`src/rtl/mem_port_arbiter.sv`:
```
// Single-port memory arbiter: store drain > load > fetch, with a starvation guard for fetch.
// One outstanding bus transaction; responses for withdrawn requests are dropped.
module mem_port_arbiter #(
  parameter int unsigned STARVE_LIMIT = 4
) (
  input  logic        clk,
  input  logic        reset,
  input  logic [31:0] mem_fetch_addr,
  input  logic        mem_fetch_addr_en,
  output logic [31:0] mem_inst_in,
  output logic        mem_inst_valid,
  output logic        mem_inst_access_fault,
  input  logic [31:0] mem_data_addr,
  input  logic        mem_data_addr_valid,
  input  logic [1:0]  mem_data_size,
  output logic [31:0] mem_data_in,
  output logic        mem_data_valid,
  output logic        mem_data_access_fault,
  input  logic        datafifo_empty,
  input  logic [31:0] datafifo_addr,
  input  logic [31:0] datafifo_val,
  input  logic [1:0]  datafifo_size,
  output logic        datafifo_pop,
  output logic        store_fault,
  output logic [31:0] store_fault_addr,
  output logic        bus_req,
  output logic        bus_we,
  output logic [31:0] bus_addr,
  output logic [31:0] bus_wdata,
  output logic [1:0]  bus_size,
  input  logic        bus_ready,
  input  logic [31:0] bus_rdata,
  input  logic        bus_rvalid,
  input  logic        bus_fault
);

  localparam int unsigned CntW = $clog2(STARVE_LIMIT + 1);
  localparam logic [CntW-1:0] CntMax = CntW'(STARVE_LIMIT);

  typedef enum logic [1:0] {StIdle, StReq, StWait} state_e;
  typedef enum logic [1:0] {OwnFetch, OwnLoad, OwnStore} owner_e;

  state_e          state_q, state_d;
  owner_e          owner_q, owner_d;
  logic [CntW-1:0] starve_cnt_q, starve_cnt_d;
  logic            bus_req_q, bus_req_d, bus_we_q, bus_we_d;
  logic [31:0]     bus_addr_q, bus_addr_d, bus_wdata_q, bus_wdata_d;
  logic [1:0]      bus_size_q, bus_size_d;
  logic            pop_q, pop_d;
  logic [31:0]     inst_in_q, inst_in_d, data_in_q, data_in_d;
  logic            inst_valid_q, inst_valid_d, inst_fault_q, inst_fault_d;
  logic            data_valid_q, data_valid_d, data_fault_q, data_fault_d;
  logic            store_fault_q, store_fault_d;
  logic [31:0]     store_fault_addr_q, store_fault_addr_d;

  logic fetch_forced, grant_fetch, grant_load, grant_store;
  logic fetch_hit, load_hit;

  always_comb begin
    fetch_forced = mem_fetch_addr_en && (starve_cnt_q == CntMax);
    grant_store  = !fetch_forced && !datafifo_empty;
    grant_load   = !fetch_forced && datafifo_empty && mem_data_addr_valid;
    grant_fetch  = fetch_forced ||
                   (mem_fetch_addr_en && datafifo_empty && !mem_data_addr_valid);
    // A response is only delivered if the requester still asks for the same address.
    fetch_hit    = mem_fetch_addr_en && (mem_fetch_addr == bus_addr_q);
    load_hit     = mem_data_addr_valid && (mem_data_addr == bus_addr_q);

    state_d            = state_q;
    owner_d            = owner_q;
    starve_cnt_d       = starve_cnt_q;
    bus_req_d          = bus_req_q;
    bus_we_d           = bus_we_q;
    bus_addr_d         = bus_addr_q;
    bus_wdata_d        = bus_wdata_q;
    bus_size_d         = bus_size_q;
    pop_d              = 1'b0;
    inst_in_d          = inst_in_q;
    inst_valid_d       = 1'b0;
    inst_fault_d       = 1'b0;
    data_in_d          = data_in_q;
    data_valid_d       = 1'b0;
    data_fault_d       = 1'b0;
    store_fault_d      = 1'b0;
    store_fault_addr_d = store_fault_addr_q;

    if (!mem_fetch_addr_en) starve_cnt_d = '0;

    unique case (state_q)
      StIdle: begin
        if (grant_store) begin
          owner_d     = OwnStore;
          bus_we_d    = 1'b1;
          bus_addr_d  = datafifo_addr;
          bus_wdata_d = datafifo_val;
          bus_size_d  = datafifo_size;
          pop_d       = 1'b1;
        end else if (grant_load) begin
          owner_d     = OwnLoad;
          bus_we_d    = 1'b0;
          bus_addr_d  = mem_data_addr;
          bus_wdata_d = '0;
          bus_size_d  = mem_data_size;
        end else if (grant_fetch) begin
          owner_d     = OwnFetch;
          bus_we_d    = 1'b0;
          bus_addr_d  = mem_fetch_addr;
          bus_wdata_d = '0;
          bus_size_d  = 2'd2;
        end
        if (grant_store || grant_load || grant_fetch) begin
          state_d   = StReq;
          bus_req_d = 1'b1;
        end
        if ((grant_store || grant_load) && mem_fetch_addr_en && (starve_cnt_q != CntMax)) begin
          starve_cnt_d = starve_cnt_q + CntW'(1);
        end
        if (grant_fetch) starve_cnt_d = '0;
      end
      StReq: begin
        if (bus_ready) begin
          bus_req_d = 1'b0;
          state_d   = StWait;
        end
      end
      StWait: begin
        if (bus_rvalid) begin
          state_d = StIdle;
          unique case (owner_q)
            OwnFetch: begin
              if (fetch_hit) begin
                inst_valid_d = 1'b1;
                inst_in_d    = bus_rdata;
                inst_fault_d = bus_fault;
              end
            end
            OwnLoad: begin
              if (load_hit) begin
                data_valid_d = 1'b1;
                data_in_d    = bus_rdata;
                data_fault_d = bus_fault;
              end
            end
            OwnStore: begin
              if (bus_fault) begin
                store_fault_d      = 1'b1;
                store_fault_addr_d = bus_addr_q;
              end
            end
            default: ;
          endcase
        end
      end
      default: state_d = StIdle;
    endcase
  end

  always_ff @(posedge clk or negedge reset) begin
    if (!reset) begin
      state_q            <= StIdle;
      owner_q            <= OwnFetch;
      starve_cnt_q       <= '0;
      bus_req_q          <= 1'b0;
      bus_we_q           <= 1'b0;
      bus_addr_q         <= '0;
      bus_wdata_q        <= '0;
      bus_size_q         <= '0;
      pop_q              <= 1'b0;
      inst_in_q          <= '0;
      inst_valid_q       <= 1'b0;
      inst_fault_q       <= 1'b0;
      data_in_q          <= '0;
      data_valid_q       <= 1'b0;
      data_fault_q       <= 1'b0;
      store_fault_q      <= 1'b0;
      store_fault_addr_q <= '0;
    end else begin
      state_q            <= state_d;
      owner_q            <= owner_d;
      starve_cnt_q       <= starve_cnt_d;
      bus_req_q          <= bus_req_d;
      bus_we_q           <= bus_we_d;
      bus_addr_q         <= bus_addr_d;
      bus_wdata_q        <= bus_wdata_d;
      bus_size_q         <= bus_size_d;
      pop_q              <= pop_d;
      inst_in_q          <= inst_in_d;
      inst_valid_q       <= inst_valid_d;
      inst_fault_q       <= inst_fault_d;
      data_in_q          <= data_in_d;
      data_valid_q       <= data_valid_d;
      data_fault_q       <= data_fault_d;
      store_fault_q      <= store_fault_d;
      store_fault_addr_q <= store_fault_addr_d;
    end
  end

  assign mem_inst_in           = inst_in_q;
  assign mem_inst_valid        = inst_valid_q;
  assign mem_inst_access_fault = inst_fault_q;
  assign mem_data_in           = data_in_q;
  assign mem_data_valid        = data_valid_q;
  assign mem_data_access_fault = data_fault_q;
  assign datafifo_pop          = pop_q;
  assign store_fault           = store_fault_q;
  assign store_fault_addr      = store_fault_addr_q;
  assign bus_req               = bus_req_q;
  assign bus_we                = bus_we_q;
  assign bus_addr              = bus_addr_q;
  assign bus_wdata             = bus_wdata_q;
  assign bus_size              = bus_size_q;

endmodule
```
`config.mk`:
```
export PLATFORM = sky130hd
export DESIGN_NAME = mem_port_arbiter
export DESIGN_NICKNAME = d
export VERILOG_FILES = /design/src/rtl/mem_port_arbiter.sv
export SDC_FILE = /design/constraint.sdc
export NUM_CORES = 1
export LEC_CHECK = 0
export CORE_MARGIN = 2
export CORE_UTILIZATION = 25
export DETAILED_ROUTE_END_ITERATION = 16
export GPL_TIMING_DRIVEN = 0
export PLACE_DENSITY = 0.63
export SLEW_MARGIN = 20
export SYNTH_ARGS = -nofsm -noshare
export SYNTH_HDL_FRONTEND = slang
export SYNTH_SLANG_ARGS = --single-unit
```
`constraint.sdc`:
```
create_clock -name clk -period 2.8 [get_ports clk]
set_input_delay 0.28 -clock clk [delete_from_list [all_inputs] [get_ports clk]]
set_output_delay 0.28 -clock clk [all_outputs]
set_load 0.03 [all_outputs]
```
==> results.tsv, run 1 <==
metric	value	unit
total negative slack	0	ns
ranking of synthesized cells by area	sky130_fd_sc_hd__dfrtp_1 55%, sky130_fd_sc_hd__mux2_2 8.9%, sky130_fd_sc_hd__xor2_1 5.9%, sky130_fd_sc_hd__mux2_4 5.6%, sky130_fd_sc_hd__mux2i_1 4.0%	
fraction of met1 tracks used by global routing	21.74	%
power per cell area	920.5	nW/um^2
placement row count	65	
Clock H-tree levels	4	
number of synthesis warnings	0	
vias in the first global route	6994	
per-cell via count in the routed design	4.557	
number of setup violations in the final report	0	
core area	31720	um^2
area growth from synthesis to layout	57.01	%
Avg Synthesized Cell Area	13.14	um^2
clock tree from TritonCTS	yes	
routability congestion estimate from global placement	0.7679	
async set-or-reset flop fraction in the synthesized netlist	100.0	%
initial standard-cell utilization of the core	25.48	%
Max rail drop VDD	0.5384	mV
Slowest cell on crit path	sky130_fd_sc_hd__nor4_1	
MaxCap Viol Count	0	
area share of the largest cell type after synthesis	54.51	%
root buffer selected by CTS	sky130_fd_sc_hd__clkbuf_16	
kind of end point of the critical path	register	
Inserted Diodes	0	
antenna violations before repair	0	
wire per inst	20.62	um
relative slew slack	35.55	%
largest fanout on the critical path	10	
Final Hold Viols	0	
Port Buffers	341	
number of buffers inserted during clock tree synthesis	17	
final worst clock skew	0.01240	ns
startpoint of the worst register-to-register path	bus_addr[31]	
synthesized cell area	8080	um^2
FF+latch count, synth	176	
residual antenna-violating net count after detailed routing	0	
number of primary I/O pins	342	
first-pass detailed-route iteration total	4	
final-report max-slew violation count	0	
ordered cell list for the critical path	xor2_1 -> nor4_1 -> nand4_1 -> nor4_4 -> buf_12 -> buf_8 -> mux2_4	
GRT busiest layer	met2	
DP HPWL	22.39	mm
Hold Crit Class	in2async	
fin nets	1156	
first-pass GRT wire length	43.06	mm
Die Area	33780	um^2
number of library cell types mapped by synthesis	39	
later-pin clock latency in the skew report	0.45	ns
launching element type of the critical path	register	
TritonCTS sink count	176	
GRT met3 Usage	4.437	%
die outline width	183.8	um
setup repair after global routing missed its margin	false	
largest net degree at the start of global routing	71	
vertical die dimension	183.8	um
Filler Cells Inserted	3062	
launch point of the critical path	bus_addr[31]	
static leakage	5.744	nW
clock-pin transition on the worst setup and hold timing paths	0.08	ns
fraction of the cycle the final worst path needs	93.84	%
r2r setup slk	0.17	ns
number of design-rule violations left by the first detailed-router iteration	225	
CP required	3.13	ns
share of cells above drive strength 1	15.28	%
run status	finished, final reports clean	
Non-Filler Cell Area, Final	12690	um^2
Slew @ Worst Pin	0.9668	ns
Max Freq	0.3806	GHz
Post-Route WL	28.81	mm
Multi-input gate area	3460	um^2
total routing usage reported by global routing	17.28	%
Yosys top cell by area	sky130_fd_sc_hd__dfrtp_1	
Period minus WS final	2.628	ns
drt drc	0	
crit path kind	reg2reg	
global routing met2 resource utilization	28.89	%
net count after synthesis	789	
total global routing overflow	0	
instance count of the mapped netlist	615	
Seq/Total Area, Yosys	54.51	%
arrival time at the worst endpoint	2.95	ns
via count	6366	
Placement Cell Area	12070	um^2
sequential standard cell area	4404	um^2
Longest Clk Path Bufs	2	
Crit path largest cell delay	0.50	ns
dominant synthesized flop cell	sky130_fd_sc_hd__dfrtp_1	
EDFF count, synth	0	
-- metal layers --
| layer | wire, um | vias to the layer above |
|---|---|---|
| li1 | - | 2955 |
| met3 | 1636 | 23 |
| met4 | 532 | 0 |
| met2 | 13940 | 221 |
| met5 | 0 | - |
| met1 | 12700 | 3167 |
-- registers in the layout (all words and copies together) (netlist names) --
name	count
state_q	2
mem_data_in	32
store_fault	1
starve_cnt_q	3
mem_inst_access_fault	1
datafifo_pop	1
bus_size	2
owner_q	2
bus_wdata	32
mem_data_access_fault	1
bus_req	1
store_fault_addr	32
mem_inst_valid	1
bus_addr	32
mem_inst_in	32
mem_data_valid	1
-- power by group --
part / internal [mW] / leakage, nW / switching, mW
clock network: 1.19 / 0.281 / 1.19
registers: 3.26 / 2.33 / 0.734
logic: 2.30 / 3.13 / 3.00
total: 6.75 / 5.74 / 4.93
-- synth_stat cells, types with 2 or more instances --
| master | count |
|---|---|
| sky130_fd_sc_hd__clkbuf_1 | 24 |
| sky130_fd_sc_hd__a21oi_1 | 3 |
| sky130_fd_sc_hd__nand3_1 | 5 |
| sky130_fd_sc_hd__nor3_1 | 2 |
| sky130_fd_sc_hd__nand3b_1 | 3 |
| sky130_fd_sc_hd__a22o_1 | 32 |
| sky130_fd_sc_hd__buf_6 | 3 |
| sky130_fd_sc_hd__mux2i_1 | 32 |
| sky130_fd_sc_hd__nand4_1 | 4 |
| sky130_fd_sc_hd__nor2b_1 | 2 |
| sky130_fd_sc_hd__ha_1 | 2 |
| sky130_fd_sc_hd__o21ai_0 | 5 |
| sky130_fd_sc_hd__nor2_1 | 40 |
| sky130_fd_sc_hd__inv_1 | 7 |
| sky130_fd_sc_hd__nand2_1 | 11 |
| sky130_fd_sc_hd__xor2_1 | 54 |
| sky130_fd_sc_hd__buf_8 | 3 |
| sky130_fd_sc_hd__mux2_4 | 30 |
| sky130_fd_sc_hd__nor4_1 | 12 |
| sky130_fd_sc_hd__a211oi_1 | 32 |
| sky130_fd_sc_hd__buf_2 | 3 |
| sky130_fd_sc_hd__nor4_4 | 4 |
| sky130_fd_sc_hd__and3_1 | 3 |
| sky130_fd_sc_hd__mux2_2 | 64 |
| sky130_fd_sc_hd__a21o_1 | 33 |
| sky130_fd_sc_hd__buf_1 | 3 |
| sky130_fd_sc_hd__xnor2_1 | 7 |
| sky130_fd_sc_hd__nand2b_1 | 4 |
| sky130_fd_sc_hd__dfrtp_1 | 176 |
| sky130_fd_sc_hd__mux2_1 | 2 |
| sky130_fd_sc_hd__and2_1 | 2 |
-- cells by family after synthesis --
| kind of cell | synth area share (%) |
|---|---|
| AND/OR/NAND/NOR | 6.534 |
| XOR/XNOR | 6.612 |
| adder cells (fa/ha/maj) | 0.3096 |
| multiplexers | 18.74 |
| buffers and inverters | 2.741 |
| AO/OA/AOI/OAI | 10.56 |
| flip-flops | 54.51 |
-- stage by stage --
stage	setup slack [ns]	hold slack [ns]	cells	utilization, %	total power, mW
5_1_grt	0.006943	0.3244	1397	40.00	12.32
3_5_place_dp	-0.4106	0.1969	1361	38.05	9.389
6_report	0.1724	0.3096	1397	40.00	11.68
2_1_floorplan	0.5387	-0.01559	615	-	6.818
3_3_place_gp	-6.410	0.4651	1358	37.82	9.327
4_1_cts	0.1251	0.3046	1397	40.00	11.86
-- critical path: cells and delay by family, from the launching register on --
family        cells  cell delay (ns)
xor+xnor          1             0.19
buf+inv           2             0.34
simple gates      3             1.21
flops             1             0.45
mux               1             0.31
-- cells in the final DEF, fill, tap and decap left out, types with 30 or more instances in the layout --
cell type | synthesis | routed
sky130_fd_sc_hd__mux2_4 | 30 | 30
sky130_fd_sc_hd__clkdlybuf4s50_1 | 0 | 340
sky130_fd_sc_hd__mux2_2 | 64 | 64
sky130_fd_sc_hd__a22o_1 | 32 | 32
sky130_fd_sc_hd__mux2i_1 | 32 | 32
sky130_fd_sc_hd__xor2_1 | 54 | 54
sky130_fd_sc_hd__dfrtp_1 | 176 | 176
sky130_fd_sc_hd__a21o_1 | 33 | 33
sky130_fd_sc_hd__a211oi_1 | 32 | 32
sky130_fd_sc_hd__nor2_1 | 40 | 40
-- path summary, 6_finish.rpt --
kind	cells past startpoint	end
max reg2reg	7	mem_inst_in[10]
max	7	mem_inst_in[10]
max in group asynchronous	3	bus_wdata[23]
min	2	mem_inst_in[8]
min reg2reg	2	bus_req
min in group clk	2	bus_wdata[3]
-- area by class of cell --
cell class	instances	area share, %
Clock inverter	15	1.154
Tap cell	402	3.964
Inverter	7	0.2071
Multi-Input combinational cell	396	27.27
Clock buffer	17	3.353
Sequential cell	176	34.71
Timing Repair Buffer	348	27.79
Buffer	36	1.548
-- repair_timing --
action | 4_1_cts | 5_1_grt
hold buffers | 1 | 0
pin swaps | 2 | 0
endpoints found under the hold margin | 41 | 0
resized for setup | 0 | 2
endpoints found under the setup margin | 60 | 6
buffers inserted | 3 | 0
Note: power is estimated with default switching activity, not from simulation.
==> run 2, diff against run 1 <==
--- a/config.mk
+++ b/config.mk
@@ -5,11 +5,13 @@
 export SDC_FILE = /design/constraint.sdc
 export NUM_CORES = 1
 export LEC_CHECK = 0
+export CELL_PAD_IN_SITES_DETAIL_PLACEMENT = 1
+export CELL_PAD_IN_SITES_GLOBAL_PLACEMENT = 2
 export CORE_MARGIN = 2
 export CORE_UTILIZATION = 25
 export DETAILED_ROUTE_END_ITERATION = 16
 export GPL_TIMING_DRIVEN = 0
-export PLACE_DENSITY = 0.63
+export PLACE_DENSITY = 0.87
 export SLEW_MARGIN = 20
 export SYNTH_ARGS = -nofsm -noshare
 export SYNTH_HDL_FRONTEND = slang
==> results.tsv, run 2 (same netlist as run 1, synthesis figures left out) <==
metric	value	unit	change
area growth from synthesis to layout	57.06	%	about the same
Non-Filler Cell Area, Final	12690	um^2	about the same
combinational fraction of design power	45.2	%	-0.2 points
first-pass GRT wire length	46.09	mm	+7.0%
Slowest cell on crit path	sky130_fd_sc_hd__dfrtp_1		
arrival time at the worst endpoint	2.88	ns	-0.07 ns
final-report max-slew violation count	0		unchanged
startpoint of the worst register-to-register path	bus_addr[26]		
Final Hold Viols	0		unchanged
vertical die dimension	183.8	um	unchanged
DP HPWL	23.63	mm	+5.5%
Max Freq	0.3916	GHz	+2.9%
cells on worst reg2reg path	7		unchanged
crit path capture	mem_data_in[20]		
number of setup violations in the final report	0		unchanged
drt drc	0		unchanged
relative slew slack	34.84	%	-0.71 points
number of design-rule violations left by the first detailed-router iteration	220		-2.2%
launch point of the critical path	bus_addr[26]		
placement-stage worst setup slack	-0.4422	ns	-0.03157 ns
number of primary I/O pins	342		unchanged
TritonCTS sink count	176		unchanged
end of the worst register-to-register path	mem_data_in[20]		
post-route worst hold slack	0.4027	ns	+0.09319 ns
later-pin clock latency in the skew report	0.45	ns	about the same
launching element type of the critical path	register		
total global routing overflow	0		unchanged
total routing usage reported by global routing	18.57	%	+1.3 points
relative contribution of sequential cells to total power	33.8	%	-0.4 points
core area	31720	um^2	unchanged
ordered cell list for the critical path	xor2_1 -> nor4_1 -> nand4_1 -> nor4_4 -> buf_4 -> buf_6 -> mux2_2		
Die Area	33780	um^2	unchanged
die outline width	183.8	um	unchanged
Core Util, Final	40.01	%	about the same
kind of end point of the critical path	register		
CP required	3.13	ns	about the same
wire per inst	22.12	um	+7.3%
commonest cells after routing, fill and taps aside	340 x sky130_fd_sc_hd__clkdlybuf4s50_1, 176 x sky130_fd_sc_hd__dfrtp_1, 64 x sky130_fd_sc_hd__mux2_2		
fraction of the cycle the final worst path needs	91.20	%	-2.6 points
sw frac	41.51	%	-0.69 points
Placement Cell Area	12030	um^2	-0.29%
vias in the first global route	7253		+3.7%
Int Pwr	6.925	mW	+2.6%
residual antenna-violating net count after detailed routing	0		unchanged
crit path kind	reg2reg		
fin nets	1153		-0.26%
Psw	4.915	mW	-0.27%
number of buffers inserted during clock tree synthesis	17		unchanged
Slew @ Worst Pin	0.9774	ns	+0.01064 ns
Longest Clk Path Bufs	2		unchanged
MaxCap Viol Count	0		unchanged
antenna violations before repair	3		+3
largest fanout on the critical path	10		unchanged
clock tree from TritonCTS	yes		
largest net degree at the start of global routing	96		+35%
root buffer selected by CTS	sky130_fd_sc_hd__clkbuf_16		
placement row count	65		unchanged
PnR worst setup slack	0.2464	ns	+0.07397 ns
r2r setup slk	0.25	ns	+0.07 ns
share of power burned in the clock network	21.0	%	+0.6 points
Hold Crit Class	in2async		
share of cells above drive strength 1	15.42	%	+0.15 points
initial standard-cell utilization of the core	25.48	%	unchanged
run status	finished, final reports clean		
first-pass detailed-route iteration total	4		unchanged
via count	6462		+1.5%
clock-pin transition on the worst setup and hold timing paths	0.07	ns	about the same
Crit path largest cell delay	0.52	ns	+0.02 ns
routability congestion estimate from global placement	0.7677		about the same
Port Buffers	341		unchanged
static leakage	5.730	nW	-0.26%
Period minus WS final	2.554	ns	-0.07397 ns
setup repair after global routing missed its margin	false		
commonest non-fill, non-tap cell in the layout	sky130_fd_sc_hd__clkdlybuf4s50_1		
Max rail drop VDD	0.5299	mV	-1.6%
Post-Route WL	30.86	mm	+7.1%
power per cell area	933.0	nW/um^2	+1.4%
total negative slack	0	ns	unchanged
final worst clock skew	0.01543	ns	+0.003025 ns
per-cell via count in the routed design	4.632		+1.7%
Clock H-tree levels	4		unchanged
## run 2: final cells by class
| class | count | area [um^2] |
|---|---|---|
| fillers | 3390 | 19030 |
| flip-flops and latches | 176 | 4404 |
| diodes | 1 | 2.502 |
| multi-input cells | 396 | 3478 |
| clock buffers | 19 | 442.9 |
| repair buffers | 345 | 3483 |
| inverters | 7 | 26.28 |
| plain buffers | 36 | 198.9 |
| clock inverters | 13 | 151.4 |
| well taps | 402 | 503.0 |
## run 2: layer usage
layer  vias up  routed length, um  global-route usage, %
li1       2944                  -                      -
met1      3257              13070                  22.83
met2       230              15240                  31.26
met3        27               2049                  5.408
met4         4                475                  6.048
met5         -                 27                      0
## run 2: stage by stage
stage / instances / power [mW]
after global routing: 1395 / 12.52
after detailed placement: 1359 / 9.441
after global placement: 1358 / 9.343
final: 1395 / 11.84
after floorplan: 615 / 6.818
after CTS: 1393 / 12.01
## run 2: what timing repair did
item	CTS	global route
resized for setup	0	8
gates cloned	0	0
pin swaps	1	1
buffers inserted	1	1
hold buffers	1	0
setup endpoints to repair	30	74
endpoints found under the hold margin	81	0
## run 2: how the worst min path moves through the flow
| stage | to | from | slack, ns | cells past startpoint |
|---|---|---|---|---|
| after global routing | bus_wdata[30] | datafifo_val[30] | 0.41 | 2 |
| after floorplan | bus_addr[0] | reset | -0.02 | 0 |
| after global placement | mem_data_in[30] | mem_data_in[30] | 0.47 | 1 |
| after detailed placement | mem_inst_in[6] | reset | 0.34 | 1 |
| after CTS | state_q[1] | bus_rvalid | 0.41 | 2 |
| final | mem_inst_in[6] | reset | 0.40 | 2 |
## run 2: power by group through the flow
| stage | sequential [mW] | clock, mW | combinational [mW] |
|---|---|---|---|
| 2_1_floorplan | 5.23 | 0 | 1.59 |
| 3_3_place_gp | 4.02 | 0 | 5.33 |
| 3_5_place_dp | 4.05 | 0 | 5.39 |
| 4_1_cts | 4.02 | 2.58 | 5.42 |
| 5_1_grt | 4.13 | 2.69 | 5.70 |
| 6_report | 4.01 | 2.48 | 5.35 |
## run 2: critical path: cells and delay by family (launching register included)
family                 cells  cell delay (ns)
buffers and inverters      2             0.40
AND/OR/NAND/NOR            3             0.92
multiplexers               1             0.36
XOR/XNOR                   1             0.23
flip-flops                 1             0.52
